==> src/rtl/tick_countdown.sv <==
// Programmable tick-driven countdown timer: IDLE -> RUN -> DONE with a one-cycle done pulse.
// Optional build macro TICK_COUNTDOWN_PAUSE_EN adds a pause input that freezes counting in RUN.
module tick_countdown #(
  parameter int unsigned WIDTH = 8
) (
  input  logic             clock,
  input  logic             reset,
  input  logic             tick,
  input  logic             start,
  input  logic [WIDTH-1:0] load_value,
  input  logic             abort,
`ifdef TICK_COUNTDOWN_PAUSE_EN
  input  logic             pause,
`endif
  output logic             busy,
  output logic             done,
  output logic [WIDTH-1:0] remaining
);

  typedef enum logic [1:0] {
    IDLE = 2'd0,
    RUN  = 2'd1,
    DONE = 2'd2
  } state_t;

  state_t state;
  logic   count_tick;

`ifdef TICK_COUNTDOWN_PAUSE_EN
  assign count_tick = tick & ~pause;
`else
  assign count_tick = tick;
`endif

  // busy/done are registered alongside the state so they always equal a decode of it.
  always_ff @(posedge clock) begin
    if (!reset) begin
      state     <= IDLE;
      remaining <= '0;
      busy      <= 1'b0;
      done      <= 1'b0;
    end else begin
      busy <= 1'b0;
      done <= 1'b0;
      case (state)
        IDLE: begin
          if (start) begin
            remaining <= load_value;
            if (load_value != '0) begin
              state <= RUN;
              busy  <= 1'b1;
            end else begin
              state <= DONE;
              done  <= 1'b1;
            end
          end
        end
        RUN: begin
          if (abort) begin
            remaining <= '0;
            state     <= IDLE;
          end else if (count_tick && remaining == WIDTH'(1)) begin
            remaining <= '0;
            state     <= DONE;
            done      <= 1'b1;
          end else begin
            if (count_tick && remaining != '0) begin
              remaining <= remaining - WIDTH'(1);
            end
            busy <= 1'b1;
          end
        end
        DONE: begin
          state <= IDLE;
        end
        default: begin
          state     <= IDLE;
          remaining <= '0;
        end
      endcase
    end
  end

endmodule
==> config.mk <==
export PLATFORM = sky130hd
export DESIGN_NAME = tick_countdown
export DESIGN_NICKNAME = d
export VERILOG_FILES = /design/src/rtl/tick_countdown.sv
export SDC_FILE = /design/constraint.sdc
export NUM_CORES = 1
export LEC_CHECK = 0
export CAP_MARGIN = 10
export CORE_ASPECT_RATIO = 0.7
export CORE_MARGIN = 4
export CORE_UTILIZATION = 40
export DETAILED_ROUTE_END_ITERATION = 10
export DONT_BUFFER_PORTS = 1
export HOLD_SLACK_MARGIN = 0.03
export PLACE_DENSITY = 0.57
export RECOVER_POWER = 25
export SYNTH_ARGS = -nofsm -noshare
export SYNTH_HDL_FRONTEND = slang
export SYNTH_SLANG_ARGS = --single-unit
==> constraint.sdc <==
create_clock -name clock -period 2.7 [get_ports clock]
set_input_delay 0.405 -clock clock [delete_from_list [all_inputs] [get_ports clock]]
set_output_delay 0.405 -clock clock [all_outputs]
set_load 0.02 [all_outputs]
* Word-level counts from Yosys, hierarchy flattened
Cells that the tools add are included.
W data, S select, Z words.
** Storage, ports and cells
- Register bits :: 12
- Input port bits :: 13
- Output and inout port bits :: 10
** Operators by class
- $add $sub $neg :: 1
- Equality and inequality tests :: 6
- Mux-type cells :: 20
- Bitwise logic cells :: 1
- Reductions and logical operators :: 7
** Operator list (count)
- $mux W8 :: 4
- $pmux W8 S3 :: 1
- $reduce_bool A8 Y1 :: 2
- $eq A8 B1 Y1 const B :: 1
- $mux W1 :: 8
- $mux W2 :: 4
- $sub A8 B1 Y8 const B :: 1
- $ne A4 B4 Y1 const B :: 1
- $pmux W1 S2 :: 2
- $pmux W2 S2 :: 1
- $ne A3 B3 Y1 const B :: 1
- $reduce_and A3 Y1 :: 1
- $eq A2 B1 Y1 const B :: 1
- $eq A2 B2 Y1 const B :: 1
- $logic_and A1 B1 Y1 :: 2
- $logic_not A2 Y1 :: 1
- $ne A2 B2 Y1 const B :: 1
- $reduce_and A2 Y1 :: 1
- $not A1 Y1 :: 1

* Depth between registers and ports, before layout
Gate-level depths: netlist of run 1.
- Depth in word-level cells :: 6
- Depth in mapped cells :: 6
- Mapped depth without buffers :: 6

* Least setup slack after synthesis of run 1
OpenSTA, ideal clock, no wires.
- Path type :: flip-flop to flip-flop
- Start point :: register remaining[1]
- End point :: register remaining[7]
- Library setup time :: 0.060 ns
- Data arrival time :: 1.769 ns
- Required time :: 2.640 ns
- Path slack :: 0.871 ns
- Cell stages (with the launch flop) :: 7
- Buffers on the path :: 0
- Cells stage by stage :: dfxtp_1 -> inv_1 -> ha_1 -> and4bb_1 -> or4_1 -> a21oi_1 -> o221a_1
** Between the ends
- Word-level cells in the longest chain between the ends :: 5
- Elaborated cells on any way between the ends :: 11
** Ends and longest elaborated chain
- start, declared :: line 17 : output logic [WIDTH-1:0] remaining
- start signal, assigned :: line 48 : remaining <= load_value;
- start signal, assigned :: line 68 : remaining <= remaining - WIDTH'(1);
- $sub A8 B1 Y8 or $eq A8 B1 Y1 (tied branches) :: line 68, 62
- $mux W8 or $logic_and A1 B1 Y1 (tied branches) :: line 67, 62
- $mux W8 :: line 62 : end else if (count_tick && remaining == WIDTH'(1)) begin
- $mux W8 :: line 59 : if (abort) begin
- $pmux W8 S3 :: line 45 : case (state)
Several ways; a longest one is shown, not always the timed one. The select of a mux whose other input is x is not followed.
A chain may end at the register's enable or synchronous reset.

* Final worst setup path of run 1
Ends and elaborated chain as after synthesis.

==> out/results.tsv, run 1 <==
metric	value	unit
Mapped Avg Cell Area	8.87	um2
routability cong.	0.949	
CP required	2.92	ns
Final Util	0.447	
CP max stage delay	0.52	ns
sequence of cells on the critical path	inv_1 -> ha_1 -> and4bb_1 -> or4_1 -> a21oi_1 -> o221a_1	
Die ar.	2790	um2
Via-to-Cell Ratio	6.16	
Nets	106	
DRC	0	
initial antenna violation count	0	
largest net degree at the start of global routing	13	
clock slew at reported path FFs	0.08	ns
wire per inst	17.6	um
CP Capture Type	register	
Die Y-Extent	45.4	um
fillers	172	
cts repair resizes	0	
share of cells above drive strength 1	0.111	
crit share post-route	0.736	
Vias	690	
DRT iter0 DRCs	42	
PD cells	599	nW/um2
post-layout min period	1.99	ns
Hold WS	0.255	ns
Overflow after GRT	0	
Startpoint Class	register	
io pins	23	
Buf/Inv on CP	1	
hold buffers post-CTS	0	
Post-Route Skew	0.000919	ns
Clock Sinks	12	
post-CTS setup buffer count	0	
Gate Count Post-Synth	90	
crit path max fanout	6	
total clock buffers created by CTS	3	
CTS tree	done	
Initial Utilization	0.427	
number of global-route vias before repair	692	
Clock H-tree levels	1	
yosys warns	0	
placed cell area	801	um2
most frequent cells in the layout	12 x nand2_1, 12 x dfxtp_1, 4 x inv_1, 4 x o22ai_1	
root buffer cell	clkbuf_4	
register bit total from synthesis	12	
CP max-delay cell	dfxtp_1	
outcome	complete, no violations	
CTS Buffer Depth	2	
Final Hold Viols	0	
RSZ-0062 raised after global routing	no	
Area Growth Syn to Fin	4.86	%
Cell Area, Synth	798	um2
Hold WC Path Type	in2reg	
Peak VDD IR	346	uV
Max Cap Viol	0	
first-pass GRT wire length	3.30	mm
cell area after layout	837	um2
setup TNS	0	ns
Clk Latency, worst-skew pair	0.27	ns
worst-margin pin slew	0.563	ns
cell family with most CP delay	simple AND/OR/NAND/NOR gates	
max_slew headroom	0.623	
wirelength, routed	1.97	mm
IO Port Bufs	0	
Site Rows	13	
Die Wd	61.4	um
core footprint	1870	um2
Fmax	503	MHz
Ant. Diodes	0	
Post-Syn Nets	105	
Final Setup Violations	0	
crit path DAT	2.21	ns
Netlist cell types	37	
First-pass DRT Iterations	4	
gr usage total	0.163	
part of the Yosys area used for sequential elements	0.301	
number of antenna-violating nets in the routed design	0	
Leakage Power	0.305	nW
Crit Path Category	reg2reg	
Slew Viols, Final	0	
DP Wirelength	1.49	mm
==> per-stage QoR <==
stage | instances | total power [mW] | setup WS [ns]
after global routing | 112 | 0.534 | 0.556
after CTS | 112 | 0.503 | 0.733
after global placement | 108 | 0.357 | 0.789
final | 112 | 0.501 | 0.712
after detailed placement | 108 | 0.358 | 0.743
after floorplan | 90 | 0.338 | 0.871
==> cell usage after synthesis <==
cell        n  area, um2
a211oi_1    3       22.5
a21o_4      1       15.0
a21oi_1     3       15.0
a22oi_1     2       15.0
a31oi_1     2       12.5
and2_1      2       12.5
and2b_1     2       15.0
and4bb_1    1       12.5
buf_2       2       10.0
buf_6       1       11.3
clkbuf_1    1       3.75
dfxtp_1    12        240
ha_1        2       25.0
inv_1       4       15.0
mux2i_1     3       30.0
nand2_1    12       45.0
nor2_1      3       11.3
nor2b_1     3       18.8
nor3_1      2       10.0
nor4_1      2       12.5
nor4_4      1       21.3
o21a_1      1       7.51
o21ai_0     3       15.0
o221a_1     1       11.3
o221ai_2    1       15.0
o22a_4      1       17.5
o22ai_1     4       25.0
o22ai_2     1       12.5
o2bb2ai_1   3       26.3
o31a_1      1       8.76
o31ai_1     1       7.51
o32ai_1     2       17.5
or3_1       1       6.26
or3b_1      2       17.5
or4_1       1       7.51
or4_4       1       11.3
xnor2_1     2       17.5
==> per-layer routing <==
metal / wire (um) / share of wire / vias to the layer above / GRT usage
met3: 218 / 0.11 / 2 / 0.0793
met5: 0 / 0 / - / 0
met4: 8 / 0.0041 / 0 / 0.0254
met1: 906 / 0.46 / 325 / 0.227
met2: 835 / 0.42 / 22 / 0.232
li1: - / - / 341 / -
==> layout make-up <==
| type | count | area (um2) | area share |
|---|---|---|---|
| multi-input cells | 70 | 518 | 0.619 |
| flip-flops and latches | 12 | 240 | 0.287 |
| clock buffers | 4 | 36.3 | 0.0433 |
| well taps | 22 | 27.5 | 0.0329 |
| inverters | 4 | 15.0 | 0.0179 |
==> flip-flops by register name (all words and copies together) (netlist names) <==
signal / cells
done: 1
state: 2
remaining: 8
busy: 1
==> kinds of logic after synthesis <==
family	count (synthesis)	synth area share
adders and majority gates	2	0.0313
and+or+nand+nor	33	0.252
muxes	3	0.0376
AOI/OAI and AO/OA	30	0.306
xor gates and xnor gates	2	0.0219
buffers and inverters	8	0.0501
DFF	12	0.301
==> worst paths after layout <==
kind	startpoint	to	slack (ns)	depth (start not counted)
worst max-delay path	remaining[1]	remaining[7]	0.71	6
worst min-delay path	reset	busy	0.26	1
worst max register to register	remaining[1]	remaining[7]	0.71	6
worst min register to register	remaining[1]	remaining[1]	0.62	2
==> where the power goes <==
| part | total (mW) | switching (mW) | internal, mW |
|---|---|---|---|
| logic | 0.121 | 0.0621 | 0.0586 |
| registers | 0.234 | 0.0434 | 0.191 |
| clock network | 0.146 | 0.0642 | 0.0820 |
| total | 0.501 | 0.170 | 0.331 |
Power figures use the tool's default switching activity.
==> inputs of run 2 (changes only) <==
==> constraint.sdc (replaced) <==
create_clock -name clock -period 2.1 [get_ports clock]
set_input_delay 0.315 -clock clock [delete_from_list [all_inputs] [get_ports clock]]
set_output_delay 0.315 -clock clock [all_outputs]
set_load 0.02 [all_outputs]
==> run 2 against run 1 <==
Effect of this change: critical path depth fell by 2; clock power increased by 32%; clock skew is 0.0059 ns higher; core utilization is 2.2 points higher; first-iteration DRC count decreased by 36%; global-route usage rose by 1.1 points; setup slack lost 0.50 ns.
==> out/results.tsv, run 2 (synthesized netlist as in run 1, its figures left out) <==
metric	value	unit
hold buffers post-CTS	0	
Startpoint Class	register	
First-pass DRT Iterations	4	
Die Y-Extent	45.4	um
Initial Utilization	0.427	
crit share post-route	0.898	
IO Port Bufs	0	
Post-Route Skew	0.00680	ns
Critical path origin	remaining[4]	
DP Wirelength	1.61	mm
number of global-route vias before repair	693	
Vias	722	
internal power	440	uW
Via-to-Cell Ratio	6.12	
worst r2r src	remaining[4]	
wirelength, routed	2.12	mm
Clock Power Share	0.288	
PD cells	762	nW/um2
cts repair resizes	0	
logic gate share of total power	0.283	
Die Wd	61.4	um
post-layout min period	1.89	ns
Crit Path Category	reg2reg	
Final Setup Violations	0	
Final Hold Viols	0	
Top reg by flops	remaining	
R2R Setup Slk	0.21	ns
area of the multi-input gates	518	um2
worst setup path endpoint	remaining[5]	
Psw	229	uW
RSZ-0062 raised after global routing	no	
CP Capture Type	register	
DRC	0	
most frequent cells in the layout	12 x nand2_1, 12 x dfxtp_1, 5 x buf_4, 4 x inv_1, 4 x o22ai_1	
Regs by FF count	remaining (8), state (2)	
share of cells above drive strength 1	0.156	
Slew Viols, Final	0	
first-pass GRT wire length	3.42	mm
core footprint	1870	um2
Hold WC Path Type	in2reg	
Site Rows	13	
io pins	23	
root buffer cell	clkbuf_4	
Hold WS	0.162	ns
Die ar.	2790	um2
sequential power share	0.428	
post-CTS setup buffer count	0	
Clk Latency, worst-skew pair	0.28	ns
Fmax	530	MHz
Ant. Diodes	0	
Overflow after GRT	0	
routability cong.	0.796	
Leakage Power	0.330	nW
max_slew headroom	0.629	
CTS Buffer Depth	2	
r2r worst-path depth	4	
Clock H-tree levels	1	
crit path max fanout	8	
Sw Ratio	0.342	
fillers	179	
number of antenna-violating nets in the routed design	0	
initial antenna violation count	0	
Nets	112	
Clock Sinks	12	
DRT iter0 DRCs	27	
CP required	2.30	ns
setup TNS	0	ns
CTS tree	done	
Peak VDD IR	427	uV
wire per inst	18.0	um
Max Cap Viol	0	
Area Growth Syn to Fin	10.0	%
worst-margin pin slew	0.554	ns
largest net degree at the start of global routing	13	
FF/Latch Area	240	um2
clock slew at reported path FFs	0.09	ns
gr usage total	0.174	
outcome	complete, no violations	
reg2reg end	remaining[5]	
crit path DAT	2.08	ns
max reg flops	8	
total clock buffers created by CTS	3	
## run 2: cell types whose count changed in the layout (fill, tap and decap cells not counted)
cell,change
clkbuf_1,+1
buf_4,+5
## run 2: critical path, cell delays in order, from the launching register on
cell and delay [ns]:
dfxtp_1 0.63, nor4_4 0.11, a31oi_1 0.50, o221ai_2 0.25
o32ai_1 0.31
## run 2: how the worst min path moves through the flow
| stage | from | slack (ns) | cells past startpoint | end |
|---|---|---|---|---|
| 3_3_place_gp | reset | 0.44 | 1 | state[0] |
| 6_report | reset | 0.16 | 1 | remaining[7] |
| 5_1_grt | reset | 0.15 | 1 | remaining[7] |
| 4_1_cts | reset | 0.16 | 1 | remaining[7] |
| 2_1_floorplan | reset | 0.47 | 2 | remaining[6] |
| 3_5_place_dp | reset | 0.45 | 1 | busy |
## run 2: area by class of cell
cell class / count / area share
multi-input combinational: 70 / 0.590
tap: 22 / 0.0313
inverter: 4 / 0.0171
sequential: 12 / 0.274
clock buffer: 4 / 0.0413
timing repair buffer: 6 / 0.0470
## run 2: metal layers
metal,GRT usage,wire [um]
met3,0.0822,229
met4,0.0636,21
met1,0.247,1010
met2,0.226,858
met5,0,0
## run 2: power by group through the flow
stage | Combinational, mW | Sequential (mW) | Clock, mW
3_5_place_dp | 0.188 | 0.292 | 0
6_report | 0.190 | 0.287 | 0.193
3_3_place_gp | 0.187 | 0.292 | 0
4_1_cts | 0.189 | 0.287 | 0.198
5_1_grt | 0.209 | 0.290 | 0.209
2_1_floorplan | 0.143 | 0.292 | 0
## run 2: through the flow
step	utilization	cells	power (mW)	area, um2	worst slack (ns)
final	0.470	118	0.669	878	0.214
after global routing	0.470	118	0.709	878	0.151
after detailed placement	0.452	114	0.480	846	0.263
after global placement	0.452	114	0.479	846	0.312
after CTS	0.472	118	0.675	882	0.246
after floorplan	-	90	0.435	798	0.271
